### config.mk
export PLATFORM = sky130hd
export DESIGN_NAME = fnd_scan_ctrl_flat
export DESIGN_NICKNAME = d
export VERILOG_FILES = /design/src/rtl/fnd_pkg.sv /design/src/rtl/fnd_scan_ctrl_if.sv /design/src/rtl/bin2bcd_seq.sv /design/src/rtl/fnd_scan_ctrl.sv /design/src/flat_wrapper.sv
export SDC_FILE = /design/constraint.sdc
export NUM_CORES = 1
export LEC_CHECK = 0
export ABC_AREA = 1
export CORE_ASPECT_RATIO = 1.4
export CORE_MARGIN = 2
export CORE_UTILIZATION = 42
export DETAILED_ROUTE_END_ITERATION = 8
export SYNTH_ARGS = -nofsm -noshare
export SYNTH_HDL_FRONTEND = slang
export SYNTH_SLANG_ARGS = --single-unit
### constraint.sdc
create_clock -name i_clk -period 1.9 [get_ports i_clk]
set_clock_uncertainty 0.05 [all_clocks]
set_input_delay 0.57 -clock i_clk [delete_from_list [all_inputs] [get_ports i_clk]]
set_output_delay 0.57 -clock i_clk [all_outputs]
set_load 0.02 [all_outputs]
### src/rtl/fnd_pkg.sv
// Shared types and constants for the FND scan/convert path.
package fnd_pkg;

  typedef enum logic [1:0] {
    IDLE    = 2'd0,
    CONVERT = 2'd1,
    COMMIT  = 2'd2
  } state_t;

  localparam int NUM_DIGITS = 4;
  localparam int MAX_VALUE  = 9999;
  localparam int BIN_W      = 14;
  localparam int ITER       = BIN_W;
  localparam int BCD_W      = 4 * NUM_DIGITS;

  // Double-dabble correction: every nibble >= 5 gets +3 before the shift.
  function automatic logic [BCD_W-1:0] bcd_adjust(input logic [BCD_W-1:0] bcd);
    logic [BCD_W-1:0] res;
    res = bcd;
    for (int i = 0; i < NUM_DIGITS; i++) begin
      if (bcd[4*i +: 4] >= 4'd5) begin
        res[4*i +: 4] = bcd[4*i +: 4] + 4'd3;
      end else begin
        res[4*i +: 4] = bcd[4*i +: 4];
      end
    end
    return res;
  endfunction

endpackage

### src/rtl/fnd_scan_ctrl_if.sv
// Load/status and digit-drive bundle between the calculator top and fnd_scan_ctrl.
interface fnd_scan_ctrl_if;
  import fnd_pkg::*;

  logic [BIN_W-1:0] i_value;
  logic             i_load;
  logic             o_busy;
  logic             o_overflow;
  logic [1:0]       o_digitSelect;
  logic [3:0]       o_bcd;
  logic             o_en;

  modport master (
    output i_value, i_load,
    input  o_busy, o_overflow, o_digitSelect, o_bcd, o_en
  );

  modport slave (
    input  i_value, i_load,
    output o_busy, o_overflow, o_digitSelect, o_bcd, o_en
  );

endinterface

### src/rtl/bin2bcd_seq.sv
// Sequential double-dabble: saturates the input to 9999, then runs 14 adjust+shift
// iterations and presents the 16-bit BCD result for one COMMIT cycle.
module bin2bcd_seq
  import fnd_pkg::*;
(
  input  logic             clk,
  input  logic             rst_n,
  input  logic             start,
  input  logic [BIN_W-1:0] value,
  output logic             busy,
  output logic             done,
  output logic             overflow,
  output logic [BCD_W-1:0] result
);

  localparam int SHIFT_W = BCD_W + BIN_W;
  localparam int CNT_W   = $clog2(ITER);

  state_t             state_r, state_s;
  logic [SHIFT_W-1:0] shift_r, shift_s, adj_s;
  logic [CNT_W-1:0]   iter_r, iter_s;
  logic               busy_r, done_r, ovf_r, ovf_s;
  logic               over_s;
  logic [BIN_W-1:0]   sat_s;

  always_comb begin
    over_s = (value > BIN_W'(MAX_VALUE));
    if (over_s) begin
      sat_s = BIN_W'(MAX_VALUE);
    end else begin
      sat_s = value;
    end
  end

  // Next-state and datapath; the nibble adjust precedes the shift in the same cycle.
  always_comb begin
    state_s = state_r;
    shift_s = shift_r;
    iter_s  = iter_r;
    ovf_s   = ovf_r;
    adj_s   = {bcd_adjust(shift_r[SHIFT_W-1 -: BCD_W]), shift_r[BIN_W-1:0]};
    case (state_r)
      IDLE: begin
        if (start) begin
          state_s = CONVERT;
          shift_s = {{BCD_W{1'b0}}, sat_s};
          iter_s  = {CNT_W{1'b0}};
          ovf_s   = over_s;
        end else begin
          state_s = IDLE;
        end
      end
      CONVERT: begin
        shift_s = adj_s << 1;
        if (iter_r == CNT_W'(ITER - 1)) begin
          state_s = COMMIT;
          iter_s  = {CNT_W{1'b0}};
        end else begin
          iter_s  = iter_r + CNT_W'(1);
        end
      end
      COMMIT: begin
        state_s = IDLE;
      end
      default: begin
        state_s = IDLE;
      end
    endcase
  end

  // State and flag registers; busy/done are derived from the next state so they are registered.
  always_ff @(posedge clk or negedge rst_n) begin
    if (!rst_n) begin
      state_r <= IDLE;
      shift_r <= {SHIFT_W{1'b0}};
      iter_r  <= {CNT_W{1'b0}};
      ovf_r   <= 1'b0;
      busy_r  <= 1'b0;
      done_r  <= 1'b0;
    end else begin
      state_r <= state_s;
      shift_r <= shift_s;
      iter_r  <= iter_s;
      ovf_r   <= ovf_s;
      busy_r  <= (state_s != IDLE);
      done_r  <= (state_s == COMMIT);
    end
  end

  assign busy     = busy_r;
  assign done     = done_r;
  assign overflow = ovf_r;
  assign result   = shift_r[SHIFT_W-1 -: BCD_W];

endmodule

### src/rtl/fnd_scan_ctrl.sv
// 4-digit FND front end: binary-to-BCD conversion plus a free-running digit scan
// with optional leading-zero blanking.
module fnd_scan_ctrl
  import fnd_pkg::*;
#(
  parameter int SCAN_DIV      = 100_000,
  parameter bit BLANK_LEADING = 1'b1
) (
  input  logic            i_clk,
  input  logic            i_reset_n,
  fnd_scan_ctrl_if.slave  bus
);

  localparam int PRESC_W = $clog2(SCAN_DIV);

  logic [PRESC_W-1:0] presc_r;
  logic [1:0]         index_r;
  logic [BCD_W-1:0]   display_r;
  logic [1:0]         sel_r;
  logic [3:0]         bcd_r;
  logic               en_r;

  logic               conv_busy_s, conv_done_s, conv_ovf_s;
  logic [BCD_W-1:0]   conv_result_s;
  logic               wrap_s, lead_zero_s, en_s;
  logic [3:0]         digit_s;

  bin2bcd_seq u_conv (
    .clk      (i_clk),
    .rst_n    (i_reset_n),
    .start    (bus.i_load),
    .value    (bus.i_value),
    .busy     (conv_busy_s),
    .done     (conv_done_s),
    .overflow (conv_ovf_s),
    .result   (conv_result_s)
  );

  always_comb begin
    wrap_s      = (presc_r == PRESC_W'(SCAN_DIV - 1));
    digit_s     = display_r[{index_r, 2'b00} +: 4];
    lead_zero_s = ((display_r >> {index_r, 2'b00}) == {BCD_W{1'b0}});
    if ((BLANK_LEADING == 1'b1) && (index_r != 2'd0) && lead_zero_s) begin
      en_s = 1'b0;
    end else begin
      en_s = 1'b1;
    end
  end

  // Free-running prescaler and digit index, independent of the converter.
  always_ff @(posedge i_clk or negedge i_reset_n) begin
    if (!i_reset_n) begin
      presc_r <= {PRESC_W{1'b0}};
      index_r <= 2'd0;
    end else if (wrap_s) begin
      presc_r <= {PRESC_W{1'b0}};
      index_r <= index_r + 2'd1;
    end else begin
      presc_r <= presc_r + PRESC_W'(1);
      index_r <= index_r;
    end
  end

  // All four digits are replaced together so no slot ever mixes old and new.
  always_ff @(posedge i_clk or negedge i_reset_n) begin
    if (!i_reset_n) begin
      display_r <= {BCD_W{1'b0}};
    end else if (conv_done_s) begin
      display_r <= conv_result_s;
    end else begin
      display_r <= display_r;
    end
  end

  // Output stage: index, digit and enable are registered together so they stay aligned.
  always_ff @(posedge i_clk or negedge i_reset_n) begin
    if (!i_reset_n) begin
      sel_r <= 2'd0;
      bcd_r <= 4'd0;
      en_r  <= 1'b0;
    end else begin
      sel_r <= index_r;
      bcd_r <= digit_s;
      en_r  <= en_s;
    end
  end

  assign bus.o_busy        = conv_busy_s;
  assign bus.o_overflow    = conv_ovf_s;
  assign bus.o_digitSelect = sel_r;
  assign bus.o_bcd         = bcd_r;
  assign bus.o_en          = en_r;

endmodule

### src/flat_wrapper.sv
// flat-port wrapper written by rule: the top's interface ports become plain ports
module fnd_scan_ctrl_flat import fnd_pkg::*;
#(
  parameter int SCAN_DIV      = 100_000,
  parameter bit BLANK_LEADING = 1'b1
)
  (i_clk, i_reset_n, bus_i_value, bus_i_load, bus_o_busy, bus_o_overflow, bus_o_digitSelect, bus_o_bcd, bus_o_en);
  fnd_scan_ctrl_if bus_i ();
  input  logic i_clk;
  input  logic i_reset_n;
  input wire logic [$bits(bus_i.i_value)-1:0] bus_i_value;
  input wire logic [$bits(bus_i.i_load)-1:0] bus_i_load;
  output wire logic [$bits(bus_i.o_busy)-1:0] bus_o_busy;
  output wire logic [$bits(bus_i.o_overflow)-1:0] bus_o_overflow;
  output wire logic [$bits(bus_i.o_digitSelect)-1:0] bus_o_digitSelect;
  output wire logic [$bits(bus_i.o_bcd)-1:0] bus_o_bcd;
  output wire logic [$bits(bus_i.o_en)-1:0] bus_o_en;
  assign bus_i.i_value = bus_i_value;
  assign bus_i.i_load = bus_i_load;
  assign bus_o_busy = bus_i.o_busy;
  assign bus_o_overflow = bus_i.o_overflow;
  assign bus_o_digitSelect = bus_i.o_digitSelect;
  assign bus_o_bcd = bus_i.o_bcd;
  assign bus_o_en = bus_i.o_en;
  fnd_scan_ctrl #(.SCAN_DIV(SCAN_DIV), .BLANK_LEADING(BLANK_LEADING)) u_core (.i_clk(i_clk), .i_reset_n(i_reset_n), .bus(bus_i));
endmodule
==> impl_metrics.csv, run 1 <==
group,metric,value,unit
run_status,run_status,"complete, no violations",
clock_network,clock-root-buffer,"clkbuf_16",
placed_design,port_buffers,25,
setup_path,path_max_fanout,1,
placed_design,gp_congestion,0.817,
grt,grt_usage,17.1,%
pwr,finalPower,6690,uW
timing,slew_headroom,72.0,%
timing,finalCriticalPeriod,1.87,ns
setup_path,crit_required,1.28,ns
grt,grt-ovfl-total,0,
synth,seq_area_frac_synth,49.2,%
setup_path,crit_path_end_kind,"output port",
timing,tightest_slew,0.420,ns
synth,synthMuxAreaShare,0.547,%
setup_path,crit_chain,"clkdlybuf4s50_1",
synth,synth_ff_type,"dfrtp_1",
finish,fin_util,50.9,%
finish,drive_gt1_share,6.79,%
clock_network,cts_setup_buffers,0,
grt,grt_max_degree,33,
worst_hold_path,hold_path_class,"input port to asynchronous set/reset pin",
detailed_routing,wl_per_cell,11.7,um
timing,setup_viol,0,
die,pin_count,26,
clock_network,cts_tree,"done",
synth,synth-seq-cells,81,
clock_network,cts_sinks,81,
die,initial_core_util,43.3,%
grt,antenna_found_initial,0,
die,die_w,87.7,um
placed_design,placed_area,4530,sq um
synth,synth-xor-area-share,2.76,%
timing,fin_ws,0.0334,ns
clock_network,clk_latency,0.34,ns
synth,async_flop_share,100,%
placed_design,place_ws,-0.0827,ns
synth,synth_top_area_share,49.2,%
finish,final_nets,584,
setup_path,ff2ff_path_depth,9,
synth,synth_area,4120,sq um
timing,slew_viol_final,0,
grt,grt_pass1_wl,14100,um
setup_path,r2r-start,"u_core.presc_r[0]",
clock_network,cts.clk_slew.worst_paths,0.06,ns
finish,n_antenna_cell,0,
synth,yosys.area_share.adder,3.64,%
pwr,leakage,0.00238,uW
detailed_routing,vias,3284,
synth,synthCells,524,
synth,yosysMostFrequentCell,"nand2_1",
timing,rsz0062_at_grt,"false",
setup_path,crit_arrival,1.25,ns
synth,netlist_top_cells_count,"nand2_1 (150), nor2_1 (84), dfrtp_1 (81)",
detailed_routing,drt_first_pass_iters,5,
timing,hold_violations,0,
die,dieArea,10600,sq um
detailed_routing,viasPerCell,4.75,
run,max_cap_viol_count,0,
synth,yosysUniqueCellTypes,31,
setup_path,start_kind,"flop",
synth,yosys_warnings,0,
placed_design,hpwl,5960,um
die,placement_rows,42,
clock_network,ctsHtreeMaxLevel,3,
clock_network,cts_made_buffers,9,
setup_path,critPathKind,"flop to output port",
synth,syn_area_per_cell,7.86,sq um
synth,synth.largest_area_cell,"dfrtp_1",
synth,synthSimpleGateAreaFrac,26.2,%
finish,final_area,4840,sq um
detailed_routing,drc,0,
finish,area_delta_synth_final,17.6,%
synth,synth_edf_count,0,
setup_path,path_buf_inv,1,
pwr,ir_drop,0.631,mV
die,fp.dieH,121,um
die,core,9510,sq um
detailed_routing,drt-initial-drc-count,192,
clock_network,ctsLongestPathBuffers,2,
detailed_routing,drtAntennaViolNets,0,
clock_network,cts.hold.buffers_added,0,
synth,synth.area.top_cells,"dfrtp_1 (49%), nand2_1 (14%), nor2_1 (7.7%), inv_1 (5.6%), o21ai_0 (4.1%)",
grt,first_global_vias,3209,
pwr,powerDensity,1380,nW/um^2
setup_path,r2r_slack,0.43,ns
setup_path,r2r-end,"u_core.index_r[0]",
timing,fmax,536,MHz
timing,fin_crit_sh,98.2,%
setup_path,cp_slowest_cell,"clkdlybuf4s50_1",
synth,synth_top_family_by_area,"simple AND/OR/NAND/NOR gates",
synth,synth_compound_area_share,9.69,%
setup_path,max_stage_delay,0.59,ns
setup_path,crit_family,"buffers and inverters",
detailed_routing,wl,8130,um
synth,syn_nets,553,
-- metrics by stage --
step           setup TNS, ns  hold slack [ns]  instances
4_1_cts                    0           0.0828        692
2_1_floorplan              0            0.224        524
3_3_place_gp          -0.169            0.349        676
6_report                   0           0.0795        692
3_5_place_dp          -0.392            0.350        676
5_1_grt                    0            0.100        692
-- power breakdown --
| part | switching [uW] | internal (uW) |
|---|---|---|
| clock network | 701 | 1040 |
| registers | 424 | 2330 |
| logic | 1310 | 889 |
| total | 2430 | 4260 |
-- flip-flops by register name, indices dropped and copies added, names as in the netlist --
name,cells
u_core.u_conv.shift_r,30
u_core.presc_r,17
u_core.display_r,16
u_core.bus.o_bcd,4
u_core.u_conv.iter_r,4
u_core.bus.o_digitSelect,2
u_core.index_r,2
u_core.u_conv.state_r,2
u_core.bus.o_en,1
u_core.u_conv.busy,1
u_core.u_conv.done,1
u_core.u_conv.overflow,1
-- timing repair --
action                                  in CTS  in global routing
pin swaps                                    0                  0
gates resized for setup                      1                  7
endpoints found under the setup margin       1                  7
gates cloned                                 0                  0
-- layer usage --
layer	vias to the layer above	track usage (%)	part of all wire, %
li1	1706	-	-
met1	1519	21.2	45
met2	47	28.0	49
met3	12	3.27	2.9
met4	0	8.56	2.4
met5	-	0	0
-- worst reg2reg max path, stage by stage, from the launching register on --
cell     delay, ns
dfrtp_1       0.40
ha_1          0.24
nand2_1       0.13
inv_1         0.07
nand2_1       0.15
nor2_1        0.07
nand2_1       0.09
inv_2         0.07
nand2_1       0.06
nand2_1       0.04
-- how the worst max path moves through the flow --
stage                                           end  slack, ns  depth (start not counted)                         from
after floorplan           u_core.u_conv.shift_r[10]       0.56                          9               bus_i_value[4]
after global placement    u_core.u_conv.shift_r[10]      -0.03                          9               bus_i_value[4]
after detailed placement   u_core.u_conv.shift_r[3]      -0.08                          9               bus_i_value[4]
after CTS                              bus_o_bcd[1]      0.007                          1          u_core.bus.o_bcd[1]
after global routing           bus_o_digitSelect[1]      0.002                          1  u_core.bus.o_digitSelect[1]
final                          bus_o_digitSelect[1]       0.03                          1  u_core.bus.o_digitSelect[1]
-- cells in the final DEF (no fill, tap or decap), drive strengths merged --
cell type	count
nand2	155
nor2	87
dfrtp	81
inv	64
o21ai	38
nand3	22
clkdlybuf4s50	16
a21oi	13
ha	12
xor2	11
o22ai	10
clkbuf	10
buf	9
dlymetal6s2s	7
a22oi	4
clkinv	4
a31oi	2
nor3	2
o21bai	2
xnor2	2
o211ai	2
mux2	2
nand4	1
o221ai	1
clkinvlp	1
bufinv	1
dlygate4sd2	1
-- final cells by class --
cell class	count	area, sq um
fill	974	4670
sequential	81	2030
multi-input combinational	366	1760
timing repair buffer	33	349
inverter	64	243
clock buffer	10	239
tap	132	165
clock inverter	6	57.6
-- cell families (layout without fill, tap and decap cells) --
family	count (synthesis)	after routing
and+or+nand+nor	267	267
DFF	81	81
buffers and inverters	77	113
AOI/OAI and AO/OA	72	72
xor gates and xnor gates	13	13
adders and majority gates	12	12
muxes	2	2
No activity file was read; power rests on OpenSTA's default activity.
==> run 2, diff against run 1 <==
clock period = 2 ns   (was 1.9 ns; I/O delays follow)
==> run 2 against run 1 <==
First-iteration DRC count shrank 39%. Core utilization shrank 0.68 points. Hold slack worse by 0.039 ns. Global-route usage down 0.50 points. Flip-flop and latch count unchanged. Combinational power decreased by 6%. Via count fell by 0.91%. Setup slack better by 0.018 ns. Clock power shrank 16%. Non-clock buffer count down 2. Critical path depth did not move. Critical path type unchanged. Largest power group unchanged.
==> impl_metrics.csv, run 2 (synthesis results as in run 1) <==
group,metric,value,unit
run_status,run_status,"complete, no violations",
detailed_routing,drt-initial-drc-count,118,
setup_path,cp_slowest_cell,"clkdlybuf4s50_1",
setup_path,path_max_fanout,2,
timing,fin_ws,0.0517,ns
grt,grt_max_degree,53,
clock_network,cts_setup_buffers,0,
die,pin_count,26,
detailed_routing,drc,0,
clock_network,ctsLongestPathBuffers,2,
clock_network,cts.clk_slew.worst_paths,0.06,ns
clock_network,cts_made_buffers,9,
setup_path,crit_family,"buffers and inverters",
clock_network,cts_tree,"done",
finish,area_delta_synth_final,16.0,%
placed_design,hpwl,5640,um
timing,rsz0062_at_grt,"false",
pwr,finalPower,6170,uW
grt,grt_pass1_wl,13800,um
detailed_routing,wl,7730,um
finish,drive_gt1_share,6.10,%
timing,slew_viol_final,0,
placed_design,place_ws,-0.00864,ns
detailed_routing,vias,3254,
setup_path,crit_required,1.35,ns
setup_path,max_stage_delay,0.61,ns
timing,tightest_slew,0.460,ns
grt,grt_usage,16.6,%
finish,n_antenna_cell,0,
pwr,leakage,0.00229,uW
detailed_routing,drtAntennaViolNets,0,
detailed_routing,wl_per_cell,11.2,um
pwr,powerDensity,1290,nW/um^2
setup_path,crit_chain,"clkdlybuf4s50_1",
timing,hold_violations,0,
timing,finalCriticalPeriod,1.95,ns
worst_hold_path,hold_path_class,"input port to asynchronous set/reset pin",
clock_network,clock-root-buffer,"clkbuf_16",
die,initial_core_util,43.3,%
die,placement_rows,42,
timing,fin_crit_sh,97.4,%
setup_path,critPathKind,"flop to output port",
grt,first_global_vias,3205,
finish,biggestRegsByFlops,"u_core.u_conv.shift_r: 30 flops, u_core.presc_r: 17 flops, u_core.display_r: 16 flops",
setup_path,crit_arrival,1.30,ns
grt,antenna_found_initial,0,
finish,final_nets,582,
die,core,9510,sq um
die,die_w,87.7,um
timing,setup_viol,0,
finish,layout_common_cells,"nand2_1 (150), nor2_1 (84), dfrtp_1 (81), inv_1 (61), o21ai_0 (34)",
setup_path,start_kind,"flop",
die,dieArea,10600,sq um
finish,top_register,"u_core.u_conv.shift_r",
clock_network,ctsResizeCount,0,
finish,largest_reg_flops,30,
detailed_routing,drt_first_pass_iters,4,
setup_path,crit_path_end_kind,"output port",
pwr,ir_drop,0.560,mV
run,max_cap_viol_count,0,
clock_network,clk_latency,0.33,ns
timing,slew_headroom,69.3,%
placed_design,gp_congestion,0.855,
placed_design,port_buffers,25,
setup_path,path_buf_inv,1,
finish,fin_util,50.2,%
die,fp.dieH,121,um
finish,final_common_cell,"nand2_1",
clock_network,cts.hold.buffers_added,0,
clock_network,ctsHtreeMaxLevel,3,
grt,grt-ovfl-total,0,
detailed_routing,viasPerCell,4.72,
timing,fmax,513,MHz
clock_network,cts_sinks,81,
-- run 2: area by class of cell --
type	count	area, sq um
timing repair buffer	31	318
sequential	81	2030
inverter	64	243
fill	961	4730
multi-input combinational	366	1760
tap	132	165
clock inverter	4	20.0
clock buffer	11	243
-- run 2: worst paths after layout --
path | start | endpoint | slack [ns] | cells past startpoint
worst max-delay path | u_core.u_conv.overflow | bus_o_overflow | 0.05 | 1
worst min-delay path | i_reset_n | u_core.presc_r[3] | 0.04 | 1
worst max register to register | u_core.presc_r[0] | u_core.presc_r[9] | 0.50 | 8
worst min register to register | u_core.presc_r[0] | u_core.presc_r[0] | 0.43 | 1
max in group asynchronous | i_reset_n | u_core.u_conv.shift_r[6] | 1.36 | 2
min in group i_clk | u_core.presc_r[0] | u_core.presc_r[0] | 0.43 | 1
-- run 2: power by group --
group          internal (uW)  total, uW  switching [uW]
sequential              2210       2620             410
clock                    858       1470             615
combinational            854       2070            1220
total                   3920       6170            2240
-- run 2: metrics by stage --
step / area, sq um / cells / setup TNS (ns) / hold slack [ns]
finish: 4780 / 689 / 0 / 0.0404
global route: 4780 / 689 / 0 / 0.0324
CTS: 4780 / 689 / 0 / 0.0311
detailed placement: 4520 / 674 / -0.00979 / 0.394
global placement: 4520 / 674 / 0 / 0.392
floorplan: 4120 / 524 / 0 / 0.254
-- run 2: metal layers --
metal,track usage (%),vias up,wire [um]
met5,0,-,0
met4,7.69,0,128
met3,3.27,10,196
met2,29.0,45,3930
met1,19.1,1495,3470
li1,-,1704,-
==> run 3, diff against run 2 <==
CORE_ASPECT_RATIO = 1.1   (was 1.4)
==> run 3 against run 2 <==
Hold slack lost 0.0040 ns. Flip-flop and latch count is the same. Clock-buffer cell count is the same. First-iteration DRC count grew 37%. Core utilization shrank 0.44 points. Design area shrank 1.6%. Maximum frequency grew 1.0%. Cell count shrank 2.0%. Total power shrank 3.6%. Via count grew 1.1%. Largest cell class unchanged.
==> impl_metrics.csv, run 3 (synthesis results as in run 1) <==
group,metric,value,unit
grt,grt_max_degree,36,
clock_network,clk_latency,0.36,ns
setup_path,max_stage_delay,0.59,ns
grt,first_global_vias,3323,
pwr,ir_drop,0.544,mV
timing,slew_viol_final,0,
finish,multiInputGateArea,1760,sq um
clock_network,cts_made_buffers,9,
finish,seq_area,2030,sq um
detailed_routing,drtAntennaViolNets,0,
finish,biggestRegsByFlops,"u_core.u_conv.shift_r: 30 flops, u_core.presc_r: 17 flops, u_core.display_r: 16 flops",
setup_path,ff2ff_path_depth,5,
detailed_routing,route.met2.wl,3730,um
finish,top_register,"u_core.u_conv.shift_r",
detailed_routing,drt_first_pass_iters,4,
grt,grt-ovfl-total,0,
timing,slew_headroom,71.2,%
timing,fin_setup_tns,0,ns
detailed_routing,wl,8050,um
detailed_routing,drc,0,
finish,area_delta_synth_final,14.2,%
run,max_cap_viol_count,0,
setup_path,crit_family,"buffers and inverters",
pwr,leakage,0.00229,uW
setup_path,critPathKind,"flop to output port",
clock_network,cts.clk_slew.worst_paths,0.09,ns
finish,largest_reg_flops,30,
finish,fin_util,49.8,%
timing,fin_ws,0.0714,ns
setup_path,crit_path_end_kind,"output port",
grt,antenna_found_initial,0,
finish,final_common_cell,"nand2_1",
detailed_routing,wl_per_cell,11.9,um
finish,final_nets,582,
clock_network,cts_setup_buffers,0,
pwr,powerDensity,1260,nW/um^2
timing,worst_hold_slack,0.0365,ns
finish,final_area,4700,sq um
timing,rsz0062_at_grt,"false",
placed_design,placed_area,4500,sq um
placed_design,port_buffers,25,
die,placement_rows,37,
die,core,9440,sq um
finish,drive_gt1_share,6.45,%
die,dieArea,10600,sq um
setup_path,start_kind,"flop",
die,die_w,98.4,um
run_status,run_status,"complete, no violations",
setup_path,crit_required,1.35,ns
placed_design,place_ws,0.0396,ns
finish,layout_common_cells,"nand2_1 (150), nor2_1 (84), dfrtp_1 (81), inv_1 (61), o21ai_0 (34)",
finish,fillCellCount,968,
setup_path,cp_slowest_cell,"clkdlybuf4s50_1",
clock_network,clock-root-buffer,"clkbuf_8",
timing,fin_crit_sh,96.4,%
placed_design,gp_congestion,0.853,
finish,n_antenna_cell,0,
worst_hold_path,hold_path_class,"input port to asynchronous set/reset pin",
clock_network,cts_tree,"done",
grt,grt_pass1_wl,14800,um
clock_network,ctsLongestPathBuffers,2,
clock_network,cts_sinks,81,
setup_path,r2r-start,"u_core.u_conv.state_r[1]",
detailed_routing,wl_met3,243,um
setup_path,path_max_fanout,1,
detailed_routing,viasPerCell,4.87,
detailed_routing,wl_met1,3980,um
die,fp.dieH,108,um
detailed_routing,drt-initial-drc-count,162,
timing,fmax,519,MHz
die,pin_count,26,
clock_network,ctsHtreeMaxLevel,3,
clock_network,cts.hold.buffers_added,0,
timing,setup_viol,0,
setup_path,worstSetupPathDepth,1,
timing,finalCriticalPeriod,1.93,ns
setup_path,r2r-end,"u_core.u_conv.iter_r[0]",
setup_path,crit_arrival,1.28,ns
grt,grt_usage,17.2,%
die,initial_core_util,43.6,%
setup_path,path_buf_inv,1,
placed_design,hpwl,5830,um
detailed_routing,top_layer_used,"met4",
setup_path,r2r_slack,0.39,ns
setup_path,crit_chain,"clkdlybuf4s50_1",
timing,hold_violations,0,
timing,tightest_slew,0.432,ns
detailed_routing,vias,3290,
run 3: cell count changes in the layout (fill, tap and decap cells not counted):
cell             before  now
bufinv_16             0    1
clkbuf_1              1    0
clkbuf_16             9    0
clkbuf_8              1   11
clkdlybuf4s50_1      24   22
clkinv_2              4    3
clkinv_4              0    1
dlygate4sd2_1         0    1
dlymetal6s2s_1        0    1
run 3: metal layers:
layer  GRT usage (%)  vias up
li1                -     1702
met1            21.6     1529
met2            28.4       52
met3            4.48        7
met4            6.56        0
met5               0        -
run 3: power by group:
group / switching [uW] / total (uW) / internal [uW]
clock: 612 / 1250 / 641
combinational: 1230 / 2070 / 839
sequential: 413 / 2620 / 2210
total: 2260 / 5940 / 3690
run 3: area by class of cell:
| cell class | instances | share of cell area [%] |
|---|---|---|
| clock inverters | 5 | 1.14 |
| well taps | 117 | 3.11 |
| multi-input cells | 366 | 37.5 |
| flip-flops and latches | 81 | 43.1 |
| inverters | 64 | 5.16 |
| clock buffers | 11 | 3.22 |
| repair buffers | 31 | 6.78 |
run 3: worst max-delay path by stage:
stage                                            to  slack, ns                         from
after floorplan           u_core.u_conv.shift_r[10]       0.63               bus_i_value[4]
after global placement     u_core.u_conv.shift_r[9]       0.06               bus_i_value[4]
after detailed placement   u_core.u_conv.shift_r[9]       0.04               bus_i_value[4]
after CTS                      bus_o_digitSelect[1]       0.04  u_core.bus.o_digitSelect[1]
after global routing                   bus_o_bcd[0]      0.002          u_core.bus.o_bcd[0]
final                                  bus_o_bcd[2]       0.07          u_core.bus.o_bcd[2]
run 3: timing repair:
item,in CTS,in global routing
setup endpoints to repair,1,1
endpoints found under the hold margin,0,0
pin swaps,0,0
resized for setup,1,1
run 3: per-stage QoR:
stage | instances | power [uW]
2_1_floorplan | 524 | 4150
3_3_place_gp | 659 | 4650
3_5_place_dp | 659 | 4750
4_1_cts | 675 | 6010
5_1_grt | 675 | 6520
6_report | 675 | 5940
